<file path="config.mk">
export PLATFORM = sky130hd
export DESIGN_NAME = gba_dsound_array
export DESIGN_NICKNAME = d
export VERILOG_FILES = /design/src/rtl/gba_dsound_pkg.sv /design/src/rtl/gba_dsound_chan.sv /design/src/rtl/gba_dsound_array.sv
export SDC_FILE = /design/constraint.sdc
export NUM_CORES = 1
export LEC_CHECK = 0
export ABC_CLOCK_PERIOD_IN_PS = 7850
export CORE_ASPECT_RATIO = 1.25
export CORE_MARGIN = 5
export CORE_UTILIZATION = 33
export DETAILED_ROUTE_END_ITERATION = 10
export SYNTH_ARGS = -nofsm -noshare
export SYNTH_HDL_FRONTEND = slang
export SYNTH_SLANG_ARGS = --single-unit
</file>
<file path="constraint.sdc">
create_clock -name gba_clk -period 7.85 [get_ports gba_clk]
set_input_delay 1.1775 -clock gba_clk [delete_from_list [all_inputs] [get_ports gba_clk]]
set_output_delay 1.1775 -clock gba_clk [all_outputs]
set_load 0.05 [all_outputs]
</file>
<file path="src/rtl/gba_dsound_pkg.sv">
// Shared constants, types and helpers for the direct-sound channel array.
package gba_dsound_pkg;

    localparam int unsigned SAMPLE_W       = 8;
    localparam int unsigned BYTES_PER_WORD = 4;

    // Pending bytes still held after a word pop (0..3).
    typedef logic [1:0] hold_cnt_t;

    // Left shift that places the mixed sum at the top of an out_w-bit output.
    function automatic int unsigned mix_shift(input int unsigned out_w,
                                              input int unsigned num_ch);
        return out_w - (SAMPLE_W + 1) - $clog2(num_ch);
    endfunction

endpackage

</file>
<file path="src/rtl/gba_dsound_chan.sv">
// One direct-sound channel: word FIFO, byte holding register, current sample,
// and the registered DMA-request / underflow / overflow pulses.
module gba_dsound_chan
    import gba_dsound_pkg::*;
#(
    parameter int unsigned FIFO_WORDS = 8,
    localparam int unsigned AW        = $clog2(FIFO_WORDS),
    localparam int unsigned LVL_W     = $clog2(FIFO_WORDS + 1)
) (
    input  logic                       gba_clk,
    input  logic                       rst_n,
    input  logic                       sound_en,
    input  logic                       wr,
    input  logic [31:0]                wdata,
    input  logic                       clr,
    input  logic                       tick,
    output logic                       dma_req,
    output logic [LVL_W-1:0]           level,
    output logic                       underflow,
    output logic                       overflow,
    output logic signed [SAMPLE_W-1:0] sample
);

    logic [31:0]                mem_q [FIFO_WORDS];
    logic [AW-1:0]              rd_ptr_q, wr_ptr_q;
    logic [LVL_W-1:0]           level_q, level_d;
    logic [23:0]                hold_q, hold_d;
    hold_cnt_t                  hold_cnt_q, hold_cnt_d;
    logic signed [SAMPLE_W-1:0] sample_q, sample_d;
    logic                       dma_req_q, underflow_q, overflow_q;

    logic        clear, empty, full, pop, push;
    logic [31:0] rd_word;

    // Pop/push decisions; clear (strobe or master disable) overrides everything.
    always_comb begin
        clear   = clr | ~sound_en;
        empty   = (level_q == '0);
        full    = (level_q == LVL_W'(FIFO_WORDS));
        rd_word = mem_q[rd_ptr_q];
        pop     = tick & ~clear & (hold_cnt_q == '0) & ~empty;
        // A pop in the same cycle frees a slot, so a write to a full FIFO is kept.
        push    = wr & ~clear & (~full | pop);
    end

    // Next FIFO level.
    always_comb begin
        level_d = level_q;
        if (clear) begin
            level_d = '0;
        end else if (push && !pop) begin
            level_d = level_q + LVL_W'(1);
        end else if (pop && !push) begin
            level_d = level_q - LVL_W'(1);
        end
    end

    // Next sample and holding register: drain held bytes before popping a new word.
    always_comb begin
        sample_d   = sample_q;
        hold_d     = hold_q;
        hold_cnt_d = hold_cnt_q;
        if (clear) begin
            sample_d   = '0;
            hold_d     = '0;
            hold_cnt_d = '0;
        end else if (tick) begin
            if (hold_cnt_q != '0) begin
                sample_d   = signed'(hold_q[7:0]);
                hold_d     = {8'h00, hold_q[23:8]};
                hold_cnt_d = hold_cnt_q - hold_cnt_t'(1);
            end else if (!empty) begin
                sample_d   = signed'(rd_word[7:0]);
                hold_d     = rd_word[31:8];
                hold_cnt_d = hold_cnt_t'(BYTES_PER_WORD - 1);
            end
        end
    end

    // FIFO storage; contents need no reset since the pointers define validity.
    always_ff @(posedge gba_clk) begin
        if (push) begin
            mem_q[wr_ptr_q] <= wdata;
        end
    end

    // Channel state and registered status pulses.
    always_ff @(posedge gba_clk or negedge rst_n) begin
        if (!rst_n) begin
            rd_ptr_q    <= '0;
            wr_ptr_q    <= '0;
            level_q     <= '0;
            hold_q      <= '0;
            hold_cnt_q  <= '0;
            sample_q    <= '0;
            dma_req_q   <= 1'b0;
            underflow_q <= 1'b0;
            overflow_q  <= 1'b0;
        end else begin
            level_q    <= level_d;
            hold_q     <= hold_d;
            hold_cnt_q <= hold_cnt_d;
            sample_q   <= sample_d;
            if (clear) begin
                rd_ptr_q <= '0;
                wr_ptr_q <= '0;
            end else begin
                if (push) begin
                    wr_ptr_q <= wr_ptr_q + AW'(1);
                end
                if (pop) begin
                    rd_ptr_q <= rd_ptr_q + AW'(1);
                end
            end
            dma_req_q   <= pop & (level_d <= LVL_W'(FIFO_WORDS / 2));
            underflow_q <= tick & ~clear & (hold_cnt_q == '0) & empty;
            overflow_q  <= wr & ~clear & full & ~pop;
        end
    end

    assign dma_req   = dma_req_q;
    assign level     = level_q;
    assign underflow = underflow_q;
    assign overflow  = overflow_q;
    assign sample    = sample_q;

endmodule

</file>
<file path="src/rtl/gba_dsound_array.sv">
// Direct-sound engine: NUM_CH FIFO channels, per-channel timer select,
// volume/L-R routing and a registered stereo mixer.
module gba_dsound_array
    import gba_dsound_pkg::*;
#(
    parameter int unsigned NUM_CH     = 2,
    parameter int unsigned FIFO_WORDS = 8,
    parameter int unsigned NUM_TIMERS = 2,
    parameter int unsigned OUT_W      = 24,
    localparam int unsigned TSEL_W    = $clog2(NUM_TIMERS),
    localparam int unsigned LVL_W     = $clog2(FIFO_WORDS + 1)
) (
    input  logic                       gba_clk,
    input  logic                       reset_n,
    input  logic                       sound_en,
    input  logic [NUM_CH-1:0]          fifo_wr,
    input  logic [31:0]                fifo_wdata,
    input  logic [NUM_CH-1:0]          fifo_clr,
    input  logic [NUM_TIMERS-1:0]      timer_ovf,
    input  logic [NUM_CH*TSEL_W-1:0]   timer_sel,
    input  logic [NUM_CH-1:0]          vol_full,
    input  logic [NUM_CH-1:0]          en_l,
    input  logic [NUM_CH-1:0]          en_r,
    output logic [NUM_CH-1:0]          dma_req,
    output logic [NUM_CH*LVL_W-1:0]    fifo_level,
    output logic [NUM_CH-1:0]          underflow,
    output logic [NUM_CH-1:0]          overflow,
    output logic signed [OUT_W-1:0]    sample_l,
    output logic signed [OUT_W-1:0]    sample_r
);

    localparam int unsigned CH_W  = $clog2(NUM_CH);
    localparam int unsigned SUM_W = SAMPLE_W + 2 + CH_W;
    localparam int unsigned SHIFT = mix_shift(OUT_W, NUM_CH);

    logic [1:0]                 rst_sync_q;
    logic                       rst_n;
    logic [NUM_CH-1:0]          ch_tick;
    logic signed [SAMPLE_W-1:0] ch_sample [NUM_CH];
    logic signed [SUM_W-1:0]    ch_term   [NUM_CH];
    logic signed [SUM_W-1:0]    sum_l, sum_r;
    logic signed [OUT_W-1:0]    sample_l_q, sample_r_q;

    // Assert asynchronously, release two edges after reset_n rises.
    always_ff @(posedge gba_clk or negedge reset_n) begin
        if (!reset_n) begin
            rst_sync_q <= 2'b00;
        end else begin
            rst_sync_q <= {rst_sync_q[0], 1'b1};
        end
    end

    assign rst_n = rst_sync_q[1];

    for (genvar c = 0; c < NUM_CH; c++) begin : g_ch
        logic [TSEL_W-1:0]       sel;
        logic signed [SUM_W-1:0] ext;

        assign sel = timer_sel[c*TSEL_W +: TSEL_W];
        // Out-of-range selects (non power-of-two timer count) never tick.
        assign ch_tick[c] = (32'(sel) < NUM_TIMERS) ? timer_ovf[sel] : 1'b0;

        assign ext        = SUM_W'(ch_sample[c]);
        assign ch_term[c] = vol_full[c] ? (ext <<< 1) : ext;

        gba_dsound_chan #(
            .FIFO_WORDS (FIFO_WORDS)
        ) u_chan (
            .gba_clk   (gba_clk),
            .rst_n     (rst_n),
            .sound_en  (sound_en),
            .wr        (fifo_wr[c]),
            .wdata     (fifo_wdata),
            .clr       (fifo_clr[c]),
            .tick      (ch_tick[c]),
            .dma_req   (dma_req[c]),
            .level     (fifo_level[c*LVL_W +: LVL_W]),
            .underflow (underflow[c]),
            .overflow  (overflow[c]),
            .sample    (ch_sample[c])
        );
    end

    // Sum the routed channel terms per side.
    always_comb begin
        sum_l = '0;
        sum_r = '0;
        for (int c = 0; c < NUM_CH; c++) begin
            if (en_l[c]) begin
                sum_l = sum_l + ch_term[c];
            end
            if (en_r[c]) begin
                sum_r = sum_r + ch_term[c];
            end
        end
    end

    // Registered, left-aligned stereo outputs.
    always_ff @(posedge gba_clk or negedge rst_n) begin
        if (!rst_n) begin
            sample_l_q <= '0;
            sample_r_q <= '0;
        end else begin
            sample_l_q <= OUT_W'(sum_l) <<< SHIFT;
            sample_r_q <= OUT_W'(sum_r) <<< SHIFT;
        end
    end

    assign sample_l = sample_l_q;
    assign sample_r = sample_r_q;

endmodule

</file>
== Yosys cells after proc, flatten, opt, wreduce, memory -nomap -nowiden ==
Memory sizes are Yosys's and may differ from the RTL's.
Cells that the tools add are included.

* Order comparisons: 4
* Add/subtract/negate cells: 12
* Equal/unequal tests: 4
* Multiplexer cells: 52
* Reduce and logical (&&, ||, !) cells: 22
* Bitwise operators: 31

{| class="wikitable"
|+ Operator list
! cell !! number
|-
| 24-bit 2-to-1 mux || 8
|-
| 8-bit 2-to-1 mux || 10
|-
| 10-bit 2-to-1 mux || 4
|-
| 3-bit 2-to-1 mux || 8
|-
| 4-bit 2-to-1 mux || 6
|-
| 10-bit by 9-bit adder with 10-bit output || 2
|-
| 1-bit AND || 18
|-
| 2-bit 2-to-1 mux || 8
|-
| 2-bit nonzero test || 8
|-
| 3-bit by 1-bit adder with 3-bit output, second input constant || 4
|-
| 1-bit inverter || 9
|-
| 4-bit by 1-bit adder with 4-bit output, second input constant || 2
|-
| 4-bit equality test, second input constant || 2
|-
| 4-bit by 3-bit less-or-equal comparator with 1-bit output, second input constant || 2
|-
| 4-bit zero test || 2
|-
| 1-bit 2-to-1 mux || 8
|-
| 4-bit by 1-bit subtractor with 4-bit output, second input constant || 2
|-
| 3-bit by 2-bit inequality test with 1-bit output, second input constant || 2
|-
| 1-bit logical AND || 4
|-
| 1-bit zero test || 4
|-
| 2-bit zero test || 2
|-
| 1-bit by 2-bit < comparator with 1-bit output, second input constant || 2
|-
| 1-bit bitwise OR || 4
|-
| 2-bit AND reduction || 2
|-
| 2-bit by 1-bit subtractor with 2-bit output, second input constant || 2
|}

* Output and inout bits: 62
* Register bits after elaboration: 116
* Input port bits: 49
* Memory bits (writable): 512
* Word-level logic and storage cells: 148
* Memories: 2

{| class="wikitable"
|+ Memory list
! memory !! depth !! width !! rd ports !! clocked after Yosys merged registers in !! write ports !! line !! source
|-
| g_ch[0].u_chan.mem_q || 8 || 32 || 1 || 0 || 1 || gba_dsound_chan.sv:24 || <nowiki>logic [31:0] mem_q [FIFO_WORDS];</nowiki>
|-
| g_ch[1].u_chan.mem_q || 8 || 32 || 1 || 0 || 1 || gba_dsound_chan.sv:24 ||
|}

== Depth between registers and ports, before layout ==
* Depth in word-level cells: 15
* Depth in mapped cells: 10
* Gate-level depth less buffers: 9

== Cells and area by module ==
From an unflattened synthesis, not the netlist that was laid out.

* Cells, all modules: 1498
* Area, all modules: 26131.3 µm²

{| class="wikitable"
|+ Modules (own cells, without submodules)
! module !! seq. area each (µm²) !! area an instance (µm²) !! cells an instance !! instances
|-
| gba_dsound_chan || 8863.5 || 11970.2 || 629 || 2
|-
| gba_dsound_array || 550.5 || 2190.9 || 240 || 1
|}

== Worst setup path before layout ==
OpenSTA, ideal clock, no wires.

* Path type: input-to-reg
* From: in fifo_clr[0]
* To: mem g_ch[0].u_chan.mem_q[0][0], enable pin
* Buffers on the path: 1
* Cell stages on the path: 6
* Library setup time: 0.461 ns
* Arrival time: 4.232 ns
* Data required time: 7.389 ns
* Setup slack: 3.157 ns
* Path through: nand2b_1 > clkbuf_1 > nor2_1 > and2_1 > nand2b_1 > nor3_1

* Longest elaborated chain between the ends: 9
* Elaborated cells on any way between the ends: 10
* Those cells by class: 2 x mux; 8 x bitwise

{| class="wikitable"
|+ RTL lines
! item !! line !! source
|-
| start: declaration || gba_dsound_array.sv:18 || <nowiki>input logic [NUM_CH-1:0] fifo_clr,</nowiki>
|-
| 1-bit bitwise OR * || gba_dsound_chan.sv:37 || <nowiki>clear = clr | ~sound_en;</nowiki>
|-
| 1-bit inverter * || gba_dsound_chan.sv:41, gba_dsound_chan.sv:43 ||
|-
| 1-bit AND (3 in series) || gba_dsound_chan.sv:41 || <nowiki>pop = tick & ~clear & (hold_cnt_q == '0) & ~empty;</nowiki>
|-
| 1-bit bitwise OR || gba_dsound_chan.sv:43 || <nowiki>push = wr & ~clear & (~full | pop);</nowiki>
|-
| 1-bit AND * || gba_dsound_chan.sv:43 ||
|-
| 1-bit 2-to-1 mux * || gba_dsound_chan.sv:82 || <nowiki>if (push) begin</nowiki>
|-
| 1-bit 2-to-1 mux (implied by the code) * || gba_dsound_chan.sv:83 || <nowiki>mem_q[wr_ptr_q] <= wdata;</nowiki>
|-
| end: declaration || gba_dsound_chan.sv:24 ||
|}

Mark *: on every way between the ends. The rest lies on a longest branch, timed or not.

== Worst setup path in the final report ==
* From: in sound_en
* To: mem g_ch[1].u_chan.mem_q[4][3], enable pin

* Longest elaborated chain between the ends: 10
* Elaborated cells on any way between the ends: 11
* Those cells by class: 2 x mux; 9 x bitwise

{| class="wikitable"
|+ RTL lines
! item !! line !! source
|-
| start: declaration || gba_dsound_array.sv:15 || <nowiki>input logic sound_en,</nowiki>
|-
| 1-bit inverter * || gba_dsound_chan.sv:37 ||
|-
| 1-bit bitwise OR * || gba_dsound_chan.sv:37 ||
|-
| 1-bit inverter * || gba_dsound_chan.sv:41, gba_dsound_chan.sv:43 ||
|-
| 1-bit AND (3 in series) || gba_dsound_chan.sv:41 ||
|-
| 1-bit bitwise OR || gba_dsound_chan.sv:43 ||
|-
| 1-bit AND * || gba_dsound_chan.sv:43 ||
|-
| 1-bit 2-to-1 mux * || gba_dsound_chan.sv:82 ||
|-
| 1-bit 2-to-1 mux (implied by the code) * || gba_dsound_chan.sv:83 ||
|-
| end: declaration || gba_dsound_chan.sv:24 ||
|}

Marked as above.

==> flow_summary.toml <==
[timing]
tns_ns = 0
tightestPinTransition_ns = 1.184
maxSlewViolCount = 0
finalSetupViolCount = 0
fin_skew_ns = 0.01570
fmax_ghz = 0.2513
rsz0062_at_grt = "false"
relSlewSlack = 0.2086
post-route-period-util = 0.5070
fin_ws_ns = 3.870
hold_viol = 0
post-route-min-period_ns = 3.980

[synthesis]
synthArstFlopShare = 0.1847
synth_edf_count = 512
yosys.area.top_type = "edfxtp_1"
synth_cells = 1472
syn_area_um2 = 25760
ys_seq_area_frac = 0.7094
yosys_warnings = 0
synth_ff_type = "edfxtp_1"
synth_area_leaders = "edfxtp_1, dfrtp_1, mux4_2"
yosysTopAreaCellShare = 0.5968
ys_seq_elements = 628
syn_avg_cell_area_um2 = 17.50
synth.most_common_cell = "edfxtp_1"
ys_types = 64
synth_common_cells = "edfxtp_1, mux4_2, dfrtp_1"

[clock_tree]
cts_resized = 0
cts_buffers = 57
cts.path.max_buffers = 3
cts_tree = "done"
clockRootBuffer = "clkbuf_16"
cts_hold_buf = 0
cts.sinks = 628
path_clk_slew_ns = 0.06
cts_setup_buffers = 0
h-tree-depth = 2
clkLatencyLatePin_ns = 0.62

[critical_path]
r2r_cells = 6
start_kind = "input port"
crit_end = "g_ch[1].u_chan.mem_q[4][3]"
critPathLaunch = "sound_en"
reg2reg_from = "g_ch[1].u_chan.hold_cnt_q[0]"
crit_fanout = 32
cp-end-kind = "flop"
r2r-end = "g_ch[1].u_chan.mem_q[4][3]"
cp.arrival_ns = 4.21
rrSetupSlack_ns = 4.26
criticalPathCategory = "input port to flop"
worstPathRequired_ns = 8.08

[floorplan]
io_pins = 111
die_w_um = 259.9
start_util = 0.3326
rows = 114
die_h_um = 322.4
dieArea_um2 = 83790
coreArea_um2 = 77450

[final_layout]
fillers = 6935
final_area_um2 = 29670
synthToLayoutAreaGrowth_pct = 15.15
register_area_um2 = 18290
final_nets = 1631
multi_input_area_um2 = 7092
layout-drive-gt1-share = 0.1855
finalCoreUtilization = 0.3830

[pwr]
p_leak_uw = 0.009812
power_density_nw_per_um2 = 230.1
ir_drop_v = 0.0001529
power_uw = 6825

[global_route]
gr-total-overflow = 0
first_global_vias = 13480
globalRouteTotalUtil = 0.1308
antenna_found_initial = 7
grt_pass1_wl_um = 84360
grt_max_degree = 67

[detailed_routing]
first_iter_violations = 932
drt_pre_antenna_iters = 5
drt_wl_total_um = 55350
post_drt_via_cell_ratio = 4.857
wl_per_cell_um = 20.91
ant_nets = 0
drcViolationCount = 0
vias = 12860

[place]
io_buffer_count = 82
gp_congestion = 0.7993
placed_area_um2 = 27720
dp_worst_setup_slack_ns = 3.182
post-dp-hpwl_um = 34280

[job]
drv_cap = 0

[outcome]
outcome = "complete, no violations"

[worst_hold_path]
hp-class = "flop to flop"
==> through the flow <==
step                hold WS (ns)  instances
finish                    0.3505       2647
global route              0.3675       2646
CTS                       0.3555       2645
detailed placement        0.3512       2537
global placement          0.3374       2537
floorplan                 0.3312       1499
==> routing by layer <==
layer,vias to the layer above,part of all wire,wire (um),GRT usage
li1,5866,-,-,-
met1,6618,0.40,22310,0.1633
met2,285,0.52,28810,0.2338
met3,81,0.049,2735,0.02372
met4,6,0.026,1465,0.03805
met5,-,0.00051,28,0
==> flip-flops by register name, summed over array words and instances, names as in the netlist <==
| name | cells |
|---|---|
| g_ch.u_chan.mem_q | 512 |
| sample_l | 10 |
| g_ch.u_chan.overflow | 2 |
| g_ch.u_chan.level | 8 |
| sample_r | 10 |
| g_ch.u_chan.rd_ptr_q | 6 |
| g_ch.u_chan.hold_cnt_q | 4 |
| rst_sync_q | 2 |
| g_ch.u_chan.hold_q | 48 |
| g_ch.u_chan.underflow | 2 |
| g_ch.u_chan.wr_ptr_q | 6 |
| g_ch.u_chan.dma_req | 2 |
| g_ch.u_chan.sample | 16 |
==> cell families after synthesis <==
logic type | count (synthesis) | synth area share
XOR/XNOR | 25 | 0.008499
AO/OA/AOI/OAI | 176 | 0.04453
multiplexers | 226 | 0.1515
buffers and inverters | 124 | 0.02428
adder cells (fa/ha/maj) | 30 | 0.01515
AND/OR/NAND/NOR | 261 | 0.04633
flip-flops | 628 | 0.7094
other | 2 | 0.0002915
==> power breakdown <==
| part | internal, uW | leakage, uW | switching, uW | total, uW |
|---|---|---|---|---|
| Sequential | 3630 | 0.00621 | 20.2 | 3660 |
| Combinational | 89.7 | 0.00266 | 218 | 308 |
| Clock | 1640 | 0.000947 | 1220 | 2860 |
| Total | 5370 | 0.00981 | 1460 | 6820 |
==> critical path, stage by stage <==
cell	delay (ns)
clkdlybuf4s50_1	0.71
nor2b_1	0.46
nand3_1	0.19
a21oi_1	0.37
nand2b_1	0.29
nor2_4	0.98
==> worst min path at each step <==
stage	from	end	slack [ns]	cells past startpoint
4_1_cts	rst_sync_q[0]	rst_sync_q[1]	0.36	0
5_1_grt	rst_sync_q[0]	rst_sync_q[1]	0.37	0
3_5_place_dp	rst_sync_q[0]	rst_sync_q[1]	0.35	0
3_3_place_gp	rst_sync_q[0]	rst_sync_q[1]	0.34	0
2_1_floorplan	rst_sync_q[0]	rst_sync_q[1]	0.33	0
6_report	rst_sync_q[0]	rst_sync_q[1]	0.35	0
==> layout make-up <==
cell class	instances	area share
flip-flops and latches	628	0.6167
diodes	2	0.0001687
inverters	16	0.002024
clock inverters	35	0.01388
clock buffers	73	0.05145
multi-input cells	747	0.2391
repair buffers	102	0.03273
well taps	1044	0.04403
==> placed cells by master, fill, tap and decap left out, drive strengths merged, types with 27 or more instances in the layout <==
cell and count:
clkbuf 73, clkdlybuf4s50 82, nand2 93, a211oi 29, nor2 96, mux2i 73
edfxtp 512, dfrtp 116, a21oi 61, conb 29, ha 28, o211ai 27
mux4 128
Note: power is estimated with default switching activity, not from simulation.
